**src/rtl/uart_pkg.sv**
```systemverilog
// Shared UART definitions: FSM encoding, frame width and baud divider helper.
package uart_pkg;

  typedef enum logic [1:0] {
    IDLE  = 2'd0,
    START = 2'd1,
    DATA  = 2'd2,
    STOP  = 2'd3
  } uart_state_t;

  localparam int unsigned DATA_BITS = 8;

  // Rounded clock cycles per oversample tick.
  function automatic int unsigned uart_div(input int unsigned clk_hz,
                                           input int unsigned baud,
                                           input int unsigned os);
    int unsigned rate;
    rate = baud * os;
    return (clk_hz + rate / 2) / rate;
  endfunction

endpackage

```
**src/rtl/uart_baud_tick.sv**
```systemverilog
// Free-running oversample tick generator; clear re-phases it to a line edge.
module uart_baud_tick #(
  parameter int unsigned DIV = 651
) (
  input  logic clk,
  input  logic rst,
  input  logic clear,
  output logic tick
);

  localparam int unsigned CW = (DIV > 1) ? $clog2(DIV) : 1;

  logic [CW-1:0] cnt;

  assign tick = (cnt == CW'(DIV - 1));

  always_ff @(posedge clk) begin
    if (rst || clear || tick) cnt <= '0;
    else                      cnt <= cnt + CW'(1);
  end

endmodule

```
**src/rtl/uart_receiver.sv**
```systemverilog
// 8N1 UART receiver: oversampled mid-bit sampling into a valid/ready holding
// register with framing-error and overrun pulses.
module uart_receiver
  import uart_pkg::*;
#(
  parameter int unsigned CLK_FREQ   = 100_000_000,
  parameter int unsigned BAUD       = 9600,
  parameter int unsigned OVERSAMPLE = 16
) (
  input  logic                 clk,
  input  logic                 rst,
  input  logic                 RsRx,
  output logic [DATA_BITS-1:0] data,
  output logic                 data_valid,
  input  logic                 data_ready,
  output logic                 frame_err,
  output logic                 overrun,
  output logic                 busy
);

  localparam int unsigned DIV = uart_div(CLK_FREQ, BAUD, OVERSAMPLE);
  localparam int unsigned SW  = $clog2(OVERSAMPLE);
  localparam int unsigned BW  = $clog2(DATA_BITS);

  if (DIV < 1 || OVERSAMPLE < 4 || (OVERSAMPLE % 2) != 0) begin : g_bad_params
    $error("uart_receiver: invalid CLK_FREQ/BAUD/OVERSAMPLE combination");
  end

  uart_state_t          state, state_d;
  logic                 rx_meta, rx_s;
  logic [SW-1:0]        scnt, scnt_d;
  logic [BW-1:0]        bitcnt, bitcnt_d;
  logic [DATA_BITS-1:0] shreg, shreg_d;
  logic                 armed, armed_d;
  logic [DATA_BITS-1:0] data_d;
  logic                 data_valid_d, frame_err_d, overrun_d;
  logic                 tick, tick_clear_c;

  uart_baud_tick #(.DIV(DIV)) u_tick (
    .clk   (clk),
    .rst   (rst),
    .clear (tick_clear_c),
    .tick  (tick)
  );

  // Next-state and datapath decisions.
  always_comb begin
    state_d      = state;
    scnt_d       = scnt;
    bitcnt_d     = bitcnt;
    shreg_d      = shreg;
    armed_d      = armed;
    data_d       = data;
    data_valid_d = data_valid & ~data_ready;
    frame_err_d  = 1'b0;
    overrun_d    = 1'b0;
    tick_clear_c = 1'b0;

    case (state)
      IDLE: begin
        // A start is only a high-to-low transition, never a held-low line.
        if (rx_s) begin
          armed_d = 1'b1;
        end else if (armed) begin
          state_d      = START;
          armed_d      = 1'b0;
          scnt_d       = '0;
          tick_clear_c = 1'b1;
        end
      end

      START: begin
        if (tick) begin
          if (scnt == SW'(OVERSAMPLE / 2 - 1)) begin
            scnt_d = '0;
            if (!rx_s) begin
              state_d  = DATA;
              bitcnt_d = '0;
            end else begin
              state_d = IDLE;
            end
          end else begin
            scnt_d = scnt + SW'(1);
          end
        end
      end

      DATA: begin
        if (tick) begin
          if (scnt == SW'(OVERSAMPLE - 1)) begin
            scnt_d   = '0;
            shreg_d  = {rx_s, shreg[DATA_BITS-1:1]};
            bitcnt_d = bitcnt + BW'(1);
            if (bitcnt == BW'(DATA_BITS - 1)) state_d = STOP;
          end else begin
            scnt_d = scnt + SW'(1);
          end
        end
      end

      STOP: begin
        if (tick) begin
          if (scnt == SW'(OVERSAMPLE - 1)) begin
            scnt_d  = '0;
            state_d = IDLE;
            if (!rx_s) begin
              frame_err_d = 1'b1;
            end else if (!data_valid || data_ready) begin
              data_d       = shreg;
              data_valid_d = 1'b1;
            end else begin
              overrun_d = 1'b1;
            end
          end else begin
            scnt_d = scnt + SW'(1);
          end
        end
      end

      default: state_d = IDLE;
    endcase
  end

  // State, synchroniser and output registers.
  always_ff @(posedge clk) begin
    if (rst) begin
      state      <= IDLE;
      rx_meta    <= 1'b1;
      rx_s       <= 1'b1;
      scnt       <= '0;
      bitcnt     <= '0;
      shreg      <= '0;
      armed      <= 1'b0;
      data       <= '0;
      data_valid <= 1'b0;
      frame_err  <= 1'b0;
      overrun    <= 1'b0;
      busy       <= 1'b0;
    end else begin
      state      <= state_d;
      rx_meta    <= RsRx;
      rx_s       <= rx_meta;
      scnt       <= scnt_d;
      bitcnt     <= bitcnt_d;
      shreg      <= shreg_d;
      armed      <= armed_d;
      data       <= data_d;
      data_valid <= data_valid_d;
      frame_err  <= frame_err_d;
      overrun    <= overrun_d;
      busy       <= (state_d != IDLE);
    end
  end

endmodule
```
**config.mk**
```make
export PLATFORM = sky130hd
export DESIGN_NAME = uart_receiver
export DESIGN_NICKNAME = d
export VERILOG_FILES = /design/src/rtl/uart_pkg.sv /design/src/rtl/uart_baud_tick.sv /design/src/rtl/uart_receiver.sv
export SDC_FILE = /design/constraint.sdc
export NUM_CORES = 1
export LEC_CHECK = 0
export CAP_MARGIN = 10
export CORE_ASPECT_RATIO = 1.2
export CORE_UTILIZATION = 40
export CTS_BUF_LIST = sky130_fd_sc_hd__clkbuf_8
export CTS_CLUSTER_DIAMETER = 30
export DETAILED_ROUTE_END_ITERATION = 6
export GPL_ROUTABILITY_DRIVEN = 0
export PLACE_DENSITY = 0.63
export SYNTH_ARGS = -nofsm -noshare
export SYNTH_HDL_FRONTEND = slang
export SYNTH_SLANG_ARGS = --single-unit
```
**constraint.sdc**
```tcl
create_clock -name clk -period 5.25 [get_ports clk]
set_input_delay 1.05 -clock clk [delete_from_list [all_inputs] [get_ports clk]]
set_output_delay 1.05 -clock clk [all_outputs]
set_load 0.1 [all_outputs]
```
Word-level counts from Yosys, hierarchy flattened
Index checks and enable logic that the tools add are counted.

operators by class
  bitwise logic cells = 6
  add/subtract/negate cells = 3
  equal/unequal tests = 15
  reduce and logical (&&, ||, !) cells = 14
  muxes and demuxes = 35

operator list
  cell                     number
  $mux W4                  6
  $mux W2                  10
  $mux W3                  5
  $pmux W4 S3              1
  $mux W1                  11
  $add A10 B1 Y10 const B  1
  $eq A10 B10 Y1 const B   1
  $ne A2 B2 Y1 const B     5
  $pmux W2 S4              1
  $ne A2 B1 Y1 const B     3
  $pmux W3 S2              1
  $reduce_and A6 Y1        1
  $not A1 Y1               5
  $reduce_and A5 Y1        1
  $reduce_or A5 Y1         1
  $add A4 B1 Y4 const B    1
  $eq A2 B2 Y1 const B     2
  $eq A4 B3 Y1 const B     1
  $eq A4 B4 Y1 const B     1
  $reduce_and A4 Y1        1
  $reduce_bool A2 Y1       2
  $reduce_or A4 Y1         1
  $add A3 B1 Y3 const B    1
  $eq A3 B3 Y1 const B     1
  other kinds (7)          9

word-level totals
  bits of input ports = 4
  word-level logic and storage cells = 86
  output and inout bits = 12
  bits in registers = 42

Logic depth before layout (Yosys ltp)
  depth after elaboration = 7
  depth in mapped cells = 7
  depth with buffers taken out = 6

Modules after synthesis
Synthesis repeated with hierarchy kept, for this count alone.

second synthesis, totals
  cells, all modules = 183
  area, all modules = 1,750.4 um^2

modules (own cells, without submodules)
  module          area an instance (um^2)  times used  cells an instance  sequential area each (um^2)
  uart_receiver   1,287.5                  1           132                640.6
  uart_baud_tick  462.9                    1           51                 200.2

Least setup slack after synthesis
No wires, ideal clock.

  path kind = input -> register
  start = in rst
  end = reg scnt[3]
  slack = 3.108 ns
  setup time = 0.073 ns
  buffers on the path = 1
  data required time = 5.177 ns
  arrival time = 2.069 ns
  stages on the path = 4
  cell sequence = clkbuf_1 a211o_1 or4_4 o211ai_2

RTL lines
  item                  line                  RTL
  start, declared       uart_receiver.sv:11   input logic rst,
  end signal, assigned  uart_receiver.sv:143  scnt <= scnt_d;
  end, declared         uart_receiver.sv:31   logic [SW-1:0] scnt, scnt_d;

Final worst setup path
  start = reg data[4]
  end = out data[4]

RTL lines
  item                    line                  RTL
  start, declared         uart_receiver.sv:13   output logic [DATA_BITS-1:0] data,
  start signal, assigned  uart_receiver.sv:147  data <= data_d;

No word-level cell between the ends.

==> impl_metrics.csv <==
group,metric,value,unit
worst_setup_path,critPathTopFamily,"buffers and inverters",
placed_design,portBuffers,15,
run_status,status,"complete, no violations",
synthesis,synth_top_family_by_area,"simple AND/OR/NAND/NOR gates",
worst_setup_path,crit_buf_inv,1,
worst_setup_path,worstSetupPathType,"register to primary output",
layout,drive_gt1_share,8.000,%
cts,cts_setup_buffers,0,
die,initial_core_util,42.80,%
placed_design,pre_cts_ws,2.558,ns
sta,worst_clock_skew,0.007673,ns
routing,vias,1420,
cts,cts_repair_resize_count,0,
sta,finalHoldViolations,0,
worst_hold_path,hold_class,"register to register",
synthesis,synth.distinct_cells,34,
global_route,grt_pass1_vias,1328,
synthesis,yosysTopAreaCellShare,45.07,%
layout,final_util,50.29,%
layout,syn_to_final_growth,17.50,%
die,dieArea,0.004942,mm2
sta,postLayoutSetupSlackWorst,2.430,ns
routing,ant_nets,0,
worst_setup_path,startpoint_type,"register",
layout,fillCellCount,434,
synthesis,syn_inst,210,
cts,cts_sinks,42,
routing,vias_per_cell,5.053,
routing,detail_route.iter0.violations,64,
power_and_ir_drop,pwr_density_cell,296.9,mW/mm2
global_route,grt_pass1_wl,5.740,mm
global_route,gr-total-overflow,0,
layout,fin_nets,233,
cts,cts_root_buf,"clkbuf_8",
power_and_ir_drop,ir_drop,134.8,uV
synthesis,synth_fa_ha_area_share,3.353,%
worst_setup_path,critPathSlowestCell,"clkdlybuf4s50_1",
die,core_area,0.004359,mm2
synthesis,synth_compound_area_share,8.652,%
job,drv_cap,0,
cts,cts_tree,"done",
sta,worst_pin_slew,0.9636,ns
layout,final_area,0.002192,mm2
die,num_io_pins,16,
power_and_ir_drop,p_leak,0.7185,nW
worst_setup_path,cp.required,4.20,ns
synthesis,yosys_warnings,0,
global_route,antenna_found_initial,0,
die,die_w,64.34,um
cts,insertion_delay,0.30,ns
worst_setup_path,cp-end-kind,"primary output",
sta,fin_crit_sh,53.71,%
routing,routed_wl,3.204,mm
synthesis,synthesis.area,0.001866,mm2
cts,cts_buffers,5,
synthesis,ys_seq_area_share,45.07,%
cts,clockBufferDepth,2,
global_route,track_usage,14.51,%
worst_setup_path,cp.arrival,1.77,ns
synthesis,syn_nets,219,
routing,routedWlPerCell,11.40,um
sta,fin_setup_tns,0,ns
worst_setup_path,crit_chain,"clkdlybuf4s50_1",
die,die_h,76.81,um
sta,slew_viol_final,0,
synthesis,synth_xor_area_share,4.225,%
synthesis,yosys-mux-area-fraction,4.292,%
global_route,grt_max_degree,38,
synthesis,yosys.area.top_type,"dfxtp_1",
cts,cts_hold_buf,0,
cts,path_clk_slew,0.09,ns
sta,clock.fmax,0.3546,GHz
synthesis,syn_area_per_cell,8.884,um2
synthesis,yosys_register_bits,42,
layout,antenna_cells,0,
cts,htree_levels,2,
placed_design,dp_hpwl,2.266,mm
worst_setup_path,max_stage_delay,1.13,ns
sta,min_period,2.820,ns
die,std_cell_rows,26,
synthesis,yosys.area_share.simple,31.12,%
worst_setup_path,path_max_fanout,2,
placed_design,placed_area,0.002054,mm2
routing,drc,0,
sta,maxSlewHeadroom,35.56,%
routing,drt_pre_antenna_iters,4,
sta,setup_viol_count_final,0,
synthesis,synth.area.top_cells,"dfxtp_1 45%, nand2b_1 5.7%, nand2_1 5.0%, a21oi_1 4.3%, mux2i_1 4.3%",
sta,rsz0062_at_grt,"false",
-- state kept, by name, indices dropped and copies added (netlist names) --
register / cells
frame_err: 1
scnt: 4
overrun: 1
rx_s: 1
shreg: 8
u_tick.cnt: 10
rx_meta: 1
busy: 1
data: 8
bitcnt: 3
state: 2
armed: 1
data_valid: 1
-- cell type report --
cell class | instances | area (um2) | share of cell area (%)
clock buffer | 5 | 68.82 | 3.139
clock inverter | 3 | 68.82 | 3.139
inverter | 6 | 22.52 | 1.027
multi-input combinational | 153 | 963.4 | 43.95
sequential | 42 | 840.8 | 38.36
tap | 56 | 70.07 | 3.196
timing repair buffer | 16 | 157.7 | 7.192
-- layout by cell type (no fill, tap or decap), drive strengths merged, types with 6 or more instances in the layout --
master	Yosys	final
dfxtp	42	42
o21ai	6	6
nand3	13	13
mux2i	8	8
nand2	25	25
clkdlybuf4s50	0	15
inv	6	6
nor2	17	17
a21oi	16	16
xnor2	7	7
nand2b	17	17
-- synth_stat cells --
cell and count:
ha_1 5, a21oi_1 16, xor2_1 2, a21boi_1 1
or3_1 3, or4_4 1, mux2i_1 8, nand4_2 1
nand3_4 1, nand3b_1 1, nand2b_1 17, buf_2 4
o31ai_1 2, nor4b_4 1, nand2_1 25, nand3_1 12
and3_1 1, a22oi_1 1, dfxtp_1 42, and4_1 3
inv_1 6, o211ai_2 1, or2_2 3, nor4b_1 3
nor3_1 5, nor3b_2 1, clkbuf_1 5, a211o_1 1
nor2_1 17, o21ai_0 6, nand4_1 3, nor4_1 2
xnor2_1 7, and2_1 3
-- path summary, 6_finish.rpt --
check        slack, ns  startpoint  depth (start not counted)      end
max               2.43     data[4]                          1  data[4]
min               0.42     rx_meta                          1     rx_s
max reg2reg       3.43     scnt[0]                          5  data[1]
min reg2reg       0.42     rx_meta                          1     rx_s
-- cell families after synthesis --
family	count (synthesis)
fa+ha+maj	5
simple gates	103
flops	42
xor+xnor	9
compound gates	28
mux	8
buf+inv	15
-- through the flow --
step / total power [mW] / std cells / hold slack, ns
2_1_floorplan: 0.3489 / 210 / 0.3895
3_3_place_gp: 0.3557 / 273 / 0.4048
3_5_place_dp: 0.3557 / 273 / 0.4085
4_1_cts: 0.6614 / 281 / 0.4254
5_1_grt: 0.6767 / 281 / 0.4256
6_report: 0.6507 / 281 / 0.4151
-- routing by layer --
metal	wire length [um]	global-route usage (%)	up-vias	part of all wire (%)
met1	1599	17.64	653	50
met5	0	0	-	0
li1	-	-	747	-
met3	83	4.018	6	2.6
met2	1463	23.68	14	46
met4	57	6.000	0	1.8
-- power breakdown --
part | internal (mW) | total, mW | switching, mW
clock network | 0.190 | 0.303 | 0.112
logic | 0.00908 | 0.0211 | 0.0121
registers | 0.322 | 0.327 | 0.00441
Power figures use the tool's default switching activity.
